`src/rtl/axi_traffic_gen.sv`:
```
// AXI write-then-read traffic generator: writes seed+k as one INCR burst, reads it
// back and reports data mismatches, ID/RLAST protocol errors and watchdog expiry.
package axi_tg_pkg;

  typedef struct packed {
    logic [3:0]  aw_id;
    logic [15:0] aw_addr;
    logic [7:0]  aw_len;
    logic [2:0]  aw_size;
    logic [1:0]  aw_burst;
    logic        aw_valid;
    logic [31:0] w_data;
    logic [3:0]  w_strb;
    logic        w_last;
    logic        w_valid;
    logic        b_ready;
    logic [3:0]  ar_id;
    logic [15:0] ar_addr;
    logic [7:0]  ar_len;
    logic [2:0]  ar_size;
    logic [1:0]  ar_burst;
    logic        ar_valid;
    logic        r_ready;
  } axi_mosi_t;

  typedef struct packed {
    logic        aw_ready;
    logic        w_ready;
    logic [3:0]  b_id;
    logic        b_valid;
    logic        ar_ready;
    logic [3:0]  r_id;
    logic [31:0] r_data;
    logic        r_last;
    logic        r_valid;
  } axi_miso_t;

endpackage

module axi_traffic_gen
  import axi_tg_pkg::*;
#(
  parameter int unsigned TIMEOUT = 1024
) (
  input  logic        clk_i,
  input  logic        rst_n_i,
  input  logic        start_i,
  input  logic [15:0] base_addr_i,
  input  logic [7:0]  len_i,
  input  logic [3:0]  id_i,
  input  logic [31:0] seed_i,
  output axi_mosi_t   m_axi_o,
  input  axi_miso_t   m_axi_i,
  output logic        busy_o,
  output logic        done_o,
  output logic [15:0] err_cnt_o,
  output logic        id_err_o,
  output logic        last_err_o,
  output logic        timeout_o
);

  localparam int unsigned WD_W = $clog2(TIMEOUT + 1);

  typedef enum logic [2:0] {
    S_IDLE, S_AW, S_W, S_B, S_AR, S_R, S_DONE
  } state_t;

  state_t          state, state_next;
  logic [15:0]     base;
  logic [7:0]      len;
  logic [3:0]      id;
  logic [31:0]     seed;
  logic [7:0]      beat;
  logic [WD_W-1:0] wd;

  logic        hs;
  logic        in_phase;
  logic        wd_hit;
  logic        last_beat;
  logic [31:0] expect_data;

  always_comb begin
    // NOTE: every signal written here gets a default first, so no path can infer a latch.
    state_next  = state;
    m_axi_o     = '0;
    hs          = 1'b0;
    in_phase    = 1'b0;
    expect_data = seed + 32'(beat);
    last_beat   = (beat == len);

    unique case (state)
      S_IDLE: if (start_i) state_next = S_AW;
      S_AW: begin
        in_phase          = 1'b1;
        m_axi_o.aw_valid  = 1'b1;
        m_axi_o.aw_id     = id;
        m_axi_o.aw_addr   = base;
        m_axi_o.aw_len    = len;
        m_axi_o.aw_size   = 3'b010;
        m_axi_o.aw_burst  = 2'b01;
        hs                = m_axi_i.aw_ready;
        if (hs) state_next = S_W;
      end
      S_W: begin
        in_phase        = 1'b1;
        m_axi_o.w_valid = 1'b1;
        m_axi_o.w_data  = expect_data;
        m_axi_o.w_strb  = 4'hF;
        m_axi_o.w_last  = last_beat;
        hs              = m_axi_i.w_ready;
        if (hs && last_beat) state_next = S_B;
      end
      S_B: begin
        in_phase        = 1'b1;
        m_axi_o.b_ready = 1'b1;
        hs              = m_axi_i.b_valid;
        if (hs) state_next = S_AR;
      end
      S_AR: begin
        in_phase          = 1'b1;
        m_axi_o.ar_valid  = 1'b1;
        m_axi_o.ar_id     = id;
        m_axi_o.ar_addr   = base;
        m_axi_o.ar_len    = len;
        m_axi_o.ar_size   = 3'b010;
        m_axi_o.ar_burst  = 2'b01;
        hs                = m_axi_i.ar_ready;
        if (hs) state_next = S_R;
      end
      S_R: begin
        in_phase        = 1'b1;
        m_axi_o.r_ready = 1'b1;
        hs              = m_axi_i.r_valid;
        // Any RLAST, or the final expected beat, closes the read phase.
        if (hs && (m_axi_i.r_last || last_beat)) state_next = S_DONE;
      end
      S_DONE:  state_next = S_IDLE;
      default: state_next = S_IDLE;
    endcase

    // The watchdog expires on the cycle that would be the TIMEOUT-th without a handshake.
    wd_hit = in_phase && !hs && (wd == WD_W'(TIMEOUT - 1));
    if (wd_hit) state_next = S_DONE;
  end

  always_ff @(posedge clk_i or negedge rst_n_i) begin
    if (!rst_n_i) begin
      state      <= S_IDLE;
      base       <= '0;
      len        <= '0;
      id         <= '0;
      seed       <= '0;
      beat       <= '0;
      wd         <= '0;
      err_cnt_o  <= '0;
      id_err_o   <= 1'b0;
      last_err_o <= 1'b0;
      timeout_o  <= 1'b0;
    end else begin
      // NOTE: non-blocking assignments so every register samples pre-edge values.
      state <= state_next;

      if (state == S_IDLE && start_i) begin
        base       <= base_addr_i;
        len        <= len_i;
        id         <= id_i;
        seed       <= seed_i;
        err_cnt_o  <= '0;
        id_err_o   <= 1'b0;
        last_err_o <= 1'b0;
        timeout_o  <= 1'b0;
      end

      if (!in_phase || hs) wd <= '0;
      else                 wd <= wd + WD_W'(1);

      if (state_next != state)                        beat <= '0;
      else if (hs && (state == S_W || state == S_R)) beat <= beat + 8'd1;

      if (state == S_B && hs && m_axi_i.b_id != id) id_err_o <= 1'b1;

      if (state == S_R && hs) begin
        if (m_axi_i.r_data != expect_data && err_cnt_o != 16'hFFFF)
          err_cnt_o <= err_cnt_o + 16'd1;
        if (m_axi_i.r_id != id)            id_err_o   <= 1'b1;
        if (m_axi_i.r_last != last_beat)   last_err_o <= 1'b1;
      end

      if (wd_hit) timeout_o <= 1'b1;
    end
  end

  assign busy_o = (state != S_IDLE);
  assign done_o = (state == S_DONE);

endmodule

```
`config.mk`:
```
export PLATFORM = sky130hd
export DESIGN_NAME = axi_traffic_gen
export DESIGN_NICKNAME = d
export VERILOG_FILES = /design/src/rtl/axi_traffic_gen.sv
export SDC_FILE = /design/constraint.sdc
export NUM_CORES = 1
export LEC_CHECK = 0
export ABC_AREA = 1
export BUFFER_PORTS_ARGS = -buffer_cell sky130_fd_sc_hd__buf_2
export CELL_PAD_IN_SITES_DETAIL_PLACEMENT = 2
export CELL_PAD_IN_SITES_GLOBAL_PLACEMENT = 2
export CORE_UTILIZATION = 29
export CTS_BUF_LIST = sky130_fd_sc_hd__clkbuf_16
export DETAILED_ROUTE_END_ITERATION = 6
export PLACE_DENSITY = 0.9
export SLEW_MARGIN = 5
export SYNTH_ARGS = -nofsm -noshare
export SYNTH_HDL_FRONTEND = slang
export SYNTH_SLANG_ARGS = --single-unit
export TNS_END_PERCENT = 1
```
`constraint.sdc`:
```
create_clock -name clk_i -period 4.7 [get_ports clk_i]
set_input_delay 1.175 -clock clk_i [delete_from_list [all_inputs] [get_ports clk_i]]
set_output_delay 1.175 -clock clk_i [all_outputs]
set_load 0.05 [all_outputs]
```
Yosys cells after proc, flatten, opt, wreduce, memory -nomap -nowiden
Cells that the tools add are included.
{ "classes": {"bitwise_logic": 0, "n_shift": 0, "n_lt_le_gt_ge": 0, "mux": 30, "n_reduce_logical": 20, "n_addsub": 4, "n_eq_ne": 14, "multipliers": 0, "div": 0} }
{ "ops": {"columns": ["operator", "n"], "rows": [
  ["34-bit 2-to-1 mux", 2],
  ["16-bit 2-to-1 mux", 3],
  ["38-bit 2-to-1 mux", 1],
  ["32-bit by 8-bit adder with 32-bit output", 1],
  ["32-bit inequality test", 1],
  ["3-bit 2-to-1 mux", 7],
  ["3-bit case mux with 6 select lines", 1],
  ["16-bit by 1-bit adder with 16-bit output, second input constant", 1],
  ["8-bit 2-to-1 mux", 2],
  ["16-bit inequality test, second input constant", 1],
  ["1-bit 2-to-1 mux", 12],
  ["11-bit by 1-bit adder with 11-bit output, second input constant", 1],
  ["11-bit by 10-bit equality test with 1-bit output, second input constant", 1],
  ["11-bit 2-to-1 mux", 1],
  ["1-bit logical AND", 10],
  ["3-bit equality test, second input constant", 3],
  ["8-bit by 1-bit adder with 8-bit output, second input constant", 1],
  ["8-bit equality test", 1],
  ["4-bit inequality test", 2],
  ["3-bit by 2-bit equality test with 1-bit output, second input constant", 2],
  ["1-bit case mux with 5 select lines", 1],
  ["5-bit OR reduction", 1],
  ["2-bit nonzero test", 2],
  ["3-bit by 1-bit equality test with 1-bit output, second input constant", 1],
  ["other kinds (6)", 9]
]} }
{ "totals": {"in_bits": 109, "wordCells": 79, "reg_bits": 101, "mem_bits_rw": 0, "latch_bits": 0, "memories": 0, "romBits": 0} }

Logic depth before layout (Yosys ltp)
Gate-level depths: netlist (run 1).
{ "logic_depth": {"ltp_word": 8, "mapped_depth": 23, "mapped_depth_nobuf": 23} }

Least setup slack after synthesis (run 1)
Ideal clock, no wire load.
{ "synth_path": {"path_kind": "register -> output", "start": "register state[1]", "end": "output m_axi_o[14] in the netlist's numbering", "t_arrival_ns": 2.520, "path_stages_with_launch": 8, "slack_ns": 1.005, "path_buffers": 2, "path_cell_list": "dfrtp_1 buf_4 inv_2 nand2_1 nor2_1 inv_2 buf_1 nor2_1"} }
{ "synth_lines": {"columns": ["item", "line", "rtl"], "rows": [
  ["from (decl)", "68", "state_t state, state_next;"],
  ["from (signal assigned)", "161", "state <= state_next;"],
  ["to (decl)", "52", "output axi_mosi_t m_axi_o,"]
]} }

==> results of run 1 <==
[cell type report]
class | instances | share of cell area
clock inverters | 7 | 0.00920
repair buffers | 236 | 0.133
flip-flops and latches | 101 | 0.281
clock buffers | 9 | 0.0251
inverters | 180 | 0.0754
multi-input cells | 814 | 0.430
well taps | 324 | 0.0452
[report_power, final]
| part | leakage [nW] | total [mW] | switching (mW) | internal [mW] |
|---|---|---|---|---|
| sequential | 1.31 | 1.44 | 0.277 | 1.16 |
| combinational | 3.62 | 3.01 | 2.29 | 0.715 |
| clock | 0.150 | 0.808 | 0.384 | 0.424 |
| total | 5.07 | 5.25 | 2.95 | 2.30 |
[cells in the mapped netlist, types with 2 or more instances]
cell type,n
nand4_1,14
xor2_1,25
nand3_1,88
nor2_2,4
buf_1,4
inv_1,177
dfrtp_1,101
nor2_1,145
o21ai_0,55
nor3_1,20
inv_2,3
and3_1,2
a21oi_1,24
nand3_2,2
nor4_1,5
or2_2,2
nand2_1,350
nand2_2,14
ha_1,12
a31oi_1,2
nand3b_1,10
xnor2_1,5
o21ai_2,6
a21oi_2,3
nand2_4,2
buf_4,15
o21ai_1,4
clkbuf_1,19
a21o_1,2
[how the worst min path moves through the flow]
stage / cells past startpoint / startpoint / endpoint / slack, ns
finish: 1 / wd[0] / wd[0] / 0.47
global route: 1 / wd[0] / wd[0] / 0.50
CTS: 1 / wd[0] / wd[0] / 0.48
detailed placement: 1 / wd[0] / wd[0] / 0.47
global placement: 1 / wd[0] / wd[0] / 0.45
floorplan: 1 / wd[0] / wd[0] / 0.43
[metal layers]
layer / vias to the layer above / GRT usage
met5: - / 0
met1: 3931 / 0.259
li1: 3903 / -
met2: 191 / 0.423
met3: 28 / 0.0356
met4: 2 / 0.0519
[flip-flops by register name, indices dropped and copies added (netlist names)]
signal,cells
base,16
beat,8
err_cnt_o,16
id,4
id_err_o,1
last_err_o,1
len,8
seed,32
state,3
timeout_o,1
wd,11
[cell families after synthesis]
family                   count (synthesis)  share of synthesized area
flip-flops                             101                      0.347
XOR/XNOR                                31                     0.0392
other                                    1                   0.000516
buffers and inverters                  220                      0.124
AO/OA/AOI/OAI                          102                     0.0781
AND/OR/NAND/NOR                        662                      0.388
adder cells (fa/ha/maj)                 13                     0.0234
==> metrics.md, run 1 <==
| Metric | Value |
|---|---|
| Status | finished, final reports clean |
| Worst path cell trace | ha_1 > inv_1 > fa_1 > inv_1 > nand2_1 > nand2_1 > nand3_1 > nand2_1 > nand3_1 > nand3_1 > nand2_1 > nor2_1 > buf_2 |
| Worst r2r src | beat[0] |
| Place WS | 0.965 ns |
| Final TNS setup | 0 ns |
| Layout area overhead | 23.4% |
| Seq/Total Area, Yosys | 0.347 |
| Post-route cell area | 8980 um2 |
| Fin cells | 1671 |
| Setup Skew | 0.00999 ns |
| Ant. Diodes | 0 |
| Endpoints failing hold | 0 |
| Drt pass-1 iters | 4 |
| CTS clk-pin slew, worst paths | 0.08 ns |
| Die area | 25700 um2 |
| Minimum clock period | 4.05 ns |
| I/O Buffers | 231 |
| DIE HEIGHT | 160 um |
| Residual DRC count | 0 |
| CTS tree | built |
| Gr usage total | 0.223 |
| Gpl congestion | 0.832 |
| CP Buf/Inv Count | 3 |
| Max_cap viols | 0 |
| Pins Over Slew Limit | 0 |
| TritonCTS buffer count | 9 |
| Slew @ Worst Pin | 1.09 ns |
| Clk sink count | 101 |
| Share of cells above drive strength 1 | 0.217 |
| Post-synthesis cell type count | 44 |
| Initial antenna violation count | 1 |
| Total number of vias | 8055 |
| CP startpoint | beat[0] |
| CORE AREA | 24500 um2 |
| Critical path depth | 13 |
| Post-CTS Setup Repair Bufs | 0 |
| Crit path DAT | 2.88 ns |
| Setup Viol. Count Final | 0 |
| Worst hold path class | reg -> reg |
| Fill cells | 3074 |
| Final ANT Viol Nets | 0 |
| Post-CTS Hold Buffers | 0 |
| Placed insts | 1655 |
| Post-CTS Resized | 0 |
| Peak Freq | 247 MHz |
| Iteration-0 DRC Markers | 227 |
| Root buffer cell | clkbuf_16 |
| Commonest non-fill, non-tap cell in the layout | nand2_1 |
| Top layer in use | met5 |
| Met3 wire len | 1110 um |
| LEAKAGE | 5.07 nW |
| HPWL Detailed | 22900 um |
| Num rows | 57 |
| Hold Worst Slack | 0.473 ns |
| Met2 wire len | 14900 um |
| Reg-to-reg slack, setup | 1.21 ns |
| Multi-input gate area | 3860 um2 |
| Crit path kind | reg -> out |
| Routed wire length | 28500 um |
| Crit end category | output port |
| Crit-path slowest cell | dfrtp_1 |
| Number of flops mapped to enable cells by yosys | 0 |
| Synth async-reset ratio | 1.00 |
| Largest net degree at the start of global routing | 112 |
| Post-synthesis average cell area | 6.44 um2 |
| I/O pin count | 238 |
| Commonest cells after routing, fill and taps aside | nand2_1 (350), buf_2 (230), inv_1 (176) |
| Slowest Stage Delay on Critical Path | 0.47 ns |
| Final worst-path cycle share | 0.862 |
| Bufs on Longest Clock Path | 2 |
| Vias/cell | 4.82 |
| Dpl cell area | 8670 um2 |
| Final core occ | 0.367 |
| Area share of the largest cell type after synthesis | 0.347 |
| Primary FF master, synth | dfrtp_1 |
| Chip width | 160 um |
| Synth area leaders | dfrtp_1 (35%), nand2_1 (18%), inv_1 (9.1%) |
| Post-Syn Area | 7270 um2 |
| First-pass GRT wire length | 45900 um |
| H-tree levels | 3 |
| Max IR drop VDD | 0.000294 V |
| CP Launch Type | register |
| Worst Setup Slack, final | 0.647 ns |
| Synth Register Bits | 101 |
| RSZ-0062 raised after global routing | no |
| Reg2reg path depth | 21 |
| Yosys warns | 0 |
| Tot Pwr | 5.25 mW |
| Rel. slew slack | 0.272 |
| Grt total ovfl | 0 |
| Power Density | 585 nW/um2 |
| Synth Instances | 1130 |
| Register area | 2530 um2 |
| Vias in the first global route | 8968 |
| Required @ worst endpoint | 3.52 ns |
| Crit path top cell by count | nand2_1 |
| Wire per inst | 17.0 um |
| Wl on met1 | 12100 um |
| Synth area leader | dfrtp_1 |
| RR Endpoint | err_cnt_o[6] |
| Net total in the final layout | 1464 |
| Starting Density | 0.297 |
| Clock latency on the worst-skew pair | 0.35 ns |
| Crit path to | m_axi_o[64] |
| Crit path max fanout | 6 |
| CP delay by family, top | simple AND/OR/NAND/NOR gates |
(Power assumes the default switching activity.)
==> run 2: changes to the inputs <==
--- a/config.mk
+++ b/config.mk
@@ -5,11 +5,10 @@
 export SDC_FILE = /design/constraint.sdc
 export NUM_CORES = 1
 export LEC_CHECK = 0
-export ABC_AREA = 1
 export BUFFER_PORTS_ARGS = -buffer_cell sky130_fd_sc_hd__buf_2
 export CELL_PAD_IN_SITES_DETAIL_PLACEMENT = 2
 export CELL_PAD_IN_SITES_GLOBAL_PLACEMENT = 2
-export CORE_UTILIZATION = 29
+export CORE_UTILIZATION = 31
 export CTS_BUF_LIST = sky130_fd_sc_hd__clkbuf_16
 export DETAILED_ROUTE_END_ITERATION = 6
 export PLACE_DENSITY = 0.9
==> run 2 against run 1 <==
  * Worst hold slack improved by 0.016 ns
  * Via count shrank 8.1%
  * Cell count shrank 16%
  * First-iteration DRC count is 20% higher
  * Clock power fell by 2.7%
  * Sequential power rose by 12%
  * Design area fell by 1.1%
  * Critical path depth is 1 lower
  * Wire length is 1.2% lower
  * Register-to-register slack got worse by 0.92 ns
==> metrics.md, run 2 <==
| Metric | Value |
|---|---|
| Synth Instances | 909 (-20%) |
| Reg-to-reg slack, setup | 0.29 ns (-0.92 ns) |
| Status | finished, final reports clean |
| Grt total ovfl | 0 (unchanged) |
| Fin cells | 1399 (-16%) |
| Hold Path Cell Cnt | 1 (unchanged) |
| Share of cells above drive strength 1 | 0.253 (+0.0366) |
| TritonCTS buffer count | 9 (unchanged) |
| Rel. slew slack | 0.473 (+0.201) |
| Top Registers | seed: 32 flops, base: 16 flops, err_cnt_o: 16 flops |
| Synth async-reset ratio | 1.00 (unchanged) |
| Fill cells | 2662 (-13%) |
| Number of flops mapped to enable cells by yosys | 0 (unchanged) |
| Hold_sp | wd[0] |
| Max reg flops | 32 (unchanged) |
| Peak Freq | 224 MHz (-9.3%) |
| Worst r2r src | beat[0] |
| Wire per inst | 20.1 um (+18%) |
| Vias/cell | 5.29 (+9.8%) |
| Required @ worst endpoint | 3.52 ns (about the same) |
| Crit-path slowest cell | dfrtp_2 |
| Post-route cell area | 8880 um2 (-1.1%) |
| Top-count cell post-synth | nand2_1 |
| Post-synthesis cell type count | 66 (+50%) |
| Area share of the largest cell type after synthesis | 0.350 (+0.00289) |
| Final TNS setup | 0 ns (unchanged) |
| Clock latency on the worst-skew pair | 0.36 ns (about the same) |
| Tot Pwr | 5.13 mW (-2.4%) |
| Max IR drop VDD | 0.000349 V (+19%) |
| Sink of the worst hold path | wd[0] |
| Worst path cell trace | ha_1 > inv_1 > fa_1 > nor2b_1 > o2111ai_1 > and3_2 > nor3_1 > buf_4 > nand3_1 > xor2_1 > nor2_1 > buf_2 |
| Pins Over Slew Limit | 0 (unchanged) |
| CTS clk-pin slew, worst paths | 0.08 ns (about the same) |
| Crit end category | output port |
| Seq/Total Area, Yosys | 0.350 (+0.00289) |
| Synth area leader | dfrtp_1 |
| Final worst-path cycle share | 0.950 (+0.0881) |
| Chip width | 155 um (-3.6%) |
| Minimum clock period | 4.47 ns (+0.414 ns) |
| Gpl congestion | 0.879 (+5.7%) |
| Post-CTS Setup Repair Bufs | 0 (unchanged) |
| CP Launch Type | register |
| Total number of vias | 7402 (-8.1%) |
| Post-Syn Area | 7210 um2 (-0.83%) |
| Layout area overhead | 23.1% |
| Drt pass-1 iters | 5 (+1) |
| Iteration-0 DRC Markers | 272 (+20%) |
| Reg2reg path depth | 12 (-43%) |
| First-pass GRT wire length | 43800 um (-4.6%) |
| Setup Viol. Count Final | 0 (unchanged) |
| Top reg by flops | seed |
| CORE AREA | 22700 um2 (-7.2%) |
| Bufs on Longest Clock Path | 2 (unchanged) |
| Final ANT Viol Nets | 0 (unchanged) |
| CTS tree | built |
| Synth Register Bits | 101 (unchanged) |
| Max_cap viols | 0 (unchanged) |
| Gr usage total | 0.236 (+0.0130) |
| Vias in the first global route | 7945 (-11%) |
| Commonest cells after routing, fill and taps aside | buf_2 (230), nand2_1 (203), dfrtp_1 (100) |
| Endpoints failing hold | 0 (unchanged) |
| DIE HEIGHT | 155 um (-3.6%) |
| Commonest cells post-synth | nand2_1 (204), dfrtp_1 (101), nor2_1 (87) |
| Slew @ Worst Pin | 0.787 ns (-0.306 ns) |
| Power Density | 578 nW/um2 (-1.3%) |
| HPWL Detailed | 21900 um (-4.2%) |
| Worst hold path class | reg -> reg |
| LEAKAGE | 4.61 nW (-9.2%) |
| Net total in the final layout | 1230 (-16%) |
| Hold Worst Slack | 0.489 ns (+0.0157 ns) |
| I/O pin count | 238 (unchanged) |
| Setup Skew | 0.0158 ns (+0.00580 ns) |
| Crit path DAT | 3.29 ns (+0.41 ns) |
| Crit path max fanout | 13 (+7) |
| Yosys warns | 0 (unchanged) |
| Post-synthesis average cell area | 7.94 um2 (+23%) |
| Synth area leaders | dfrtp_1 (35%), nand2_1 (11%), xnor2_1 (5.9%) |
| RR Endpoint | err_cnt_o[10] |
| Primary FF master, synth | dfrtp_1 |
| Initial antenna violation count | 0 (-1) |
| Slowest Stage Delay on Critical Path | 0.46 ns (about the same) |
| Residual DRC count | 0 (unchanged) |
| Root buffer cell | clkbuf_16 |
| I/O Buffers | 231 (unchanged) |
| Placed insts | 1382 (-16%) |
| Num rows | 55 (-3.5%) |
| Commonest non-fill, non-tap cell in the layout | buf_2 |
| Routed wire length | 28100 um (-1.2%) |
| Crit path kind | reg -> out |
| Dpl cell area | 8560 um2 (-1.3%) |
| H-tree levels | 3 (unchanged) |
| Clk sink count | 101 (unchanged) |
| Starting Density | 0.318 (+0.0203) |
| Largest net degree at the start of global routing | 67 (-40%) |
| Die area | 23900 um2 (-7.1%) |
## run 2: worst max path at each step
stage | to | slack, ns | start | cells after the start
after floorplan | m_axi_o[64] | 0.36 | beat[0] | 11
after global placement | err_cnt_o[5] | 0.21 | m_axi_i[2] | 10
after detailed placement | err_cnt_o[1] | 0.15 | m_axi_i[2] | 11
after CTS | m_axi_o[70] | 0.0007 | beat[0] | 10
after global routing | m_axi_o[64] | -0.03 | beat[0] | 12
final | m_axi_o[64] | 0.23 | beat[0] | 12
## run 2: final cells by class
type / instances / area [um2] / share of cell area
antenna: 1 / 2.50 / 0.000282
clock buffer: 9 / 225 / 0.0254
clock inverter: 7 / 75.1 / 0.00846
inverter: 20 / 75.1 / 0.00846
multi-input combinational: 729 / 4340 / 0.488
sequential: 101 / 2530 / 0.285
tap: 285 / 357 / 0.0402
timing repair buffer: 247 / 1280 / 0.144
## run 2: logic make-up (layout without fill, tap and decap cells)
kind of cell	Yosys count	in the layout	share of synthesized area
buffers and inverters	84	283	0.0543
DFF	101	101	0.350
adders and majority gates	13	13	0.0236
muxes	5	5	0.00711
and+or+nand+nor	502	502	0.332
AOI/OAI and AO/OA	114	114	0.116
other	1	7	0.000520
xor gates and xnor gates	89	89	0.116
## run 2: critical path: cells and delay by family, from the launching register on
family | cells | cell delay, ns
flops | 1 | 0.46
xor+xnor | 1 | 0.18
compound gates | 1 | 0.17
buf+inv | 3 | 0.50
simple gates | 5 | 1.01
fa+ha+maj | 2 | 0.61
## run 2: per-layer routing
layer  part of all wire  track usage
met5                  0            0
met4              0.019       0.0693
met3              0.061       0.0460
met2               0.50        0.420
met1               0.42        0.287
## run 2: report_power, final
group	leakage, nW	switching, mW	internal, mW	total [mW]
Sequential	1.31	0.457	1.15	1.61
Clock	0.151	0.368	0.418	0.786
Combinational	3.15	1.92	0.810	2.73
Total	4.61	2.75	2.38	5.13
## run 2: repair_timing
item,CTS,global route
endpoints found under the setup margin,0,19
hold buffers,0,0
resized for setup,0,4
## run 2: stage by stage
stage	setup WS [ns]	utilization
global placement	0.207	0.377
CTS	0.000719	0.390
detailed placement	0.145	0.377
floorplan	0.359	-
finish	0.234	0.391
global route	-0.0279	0.391
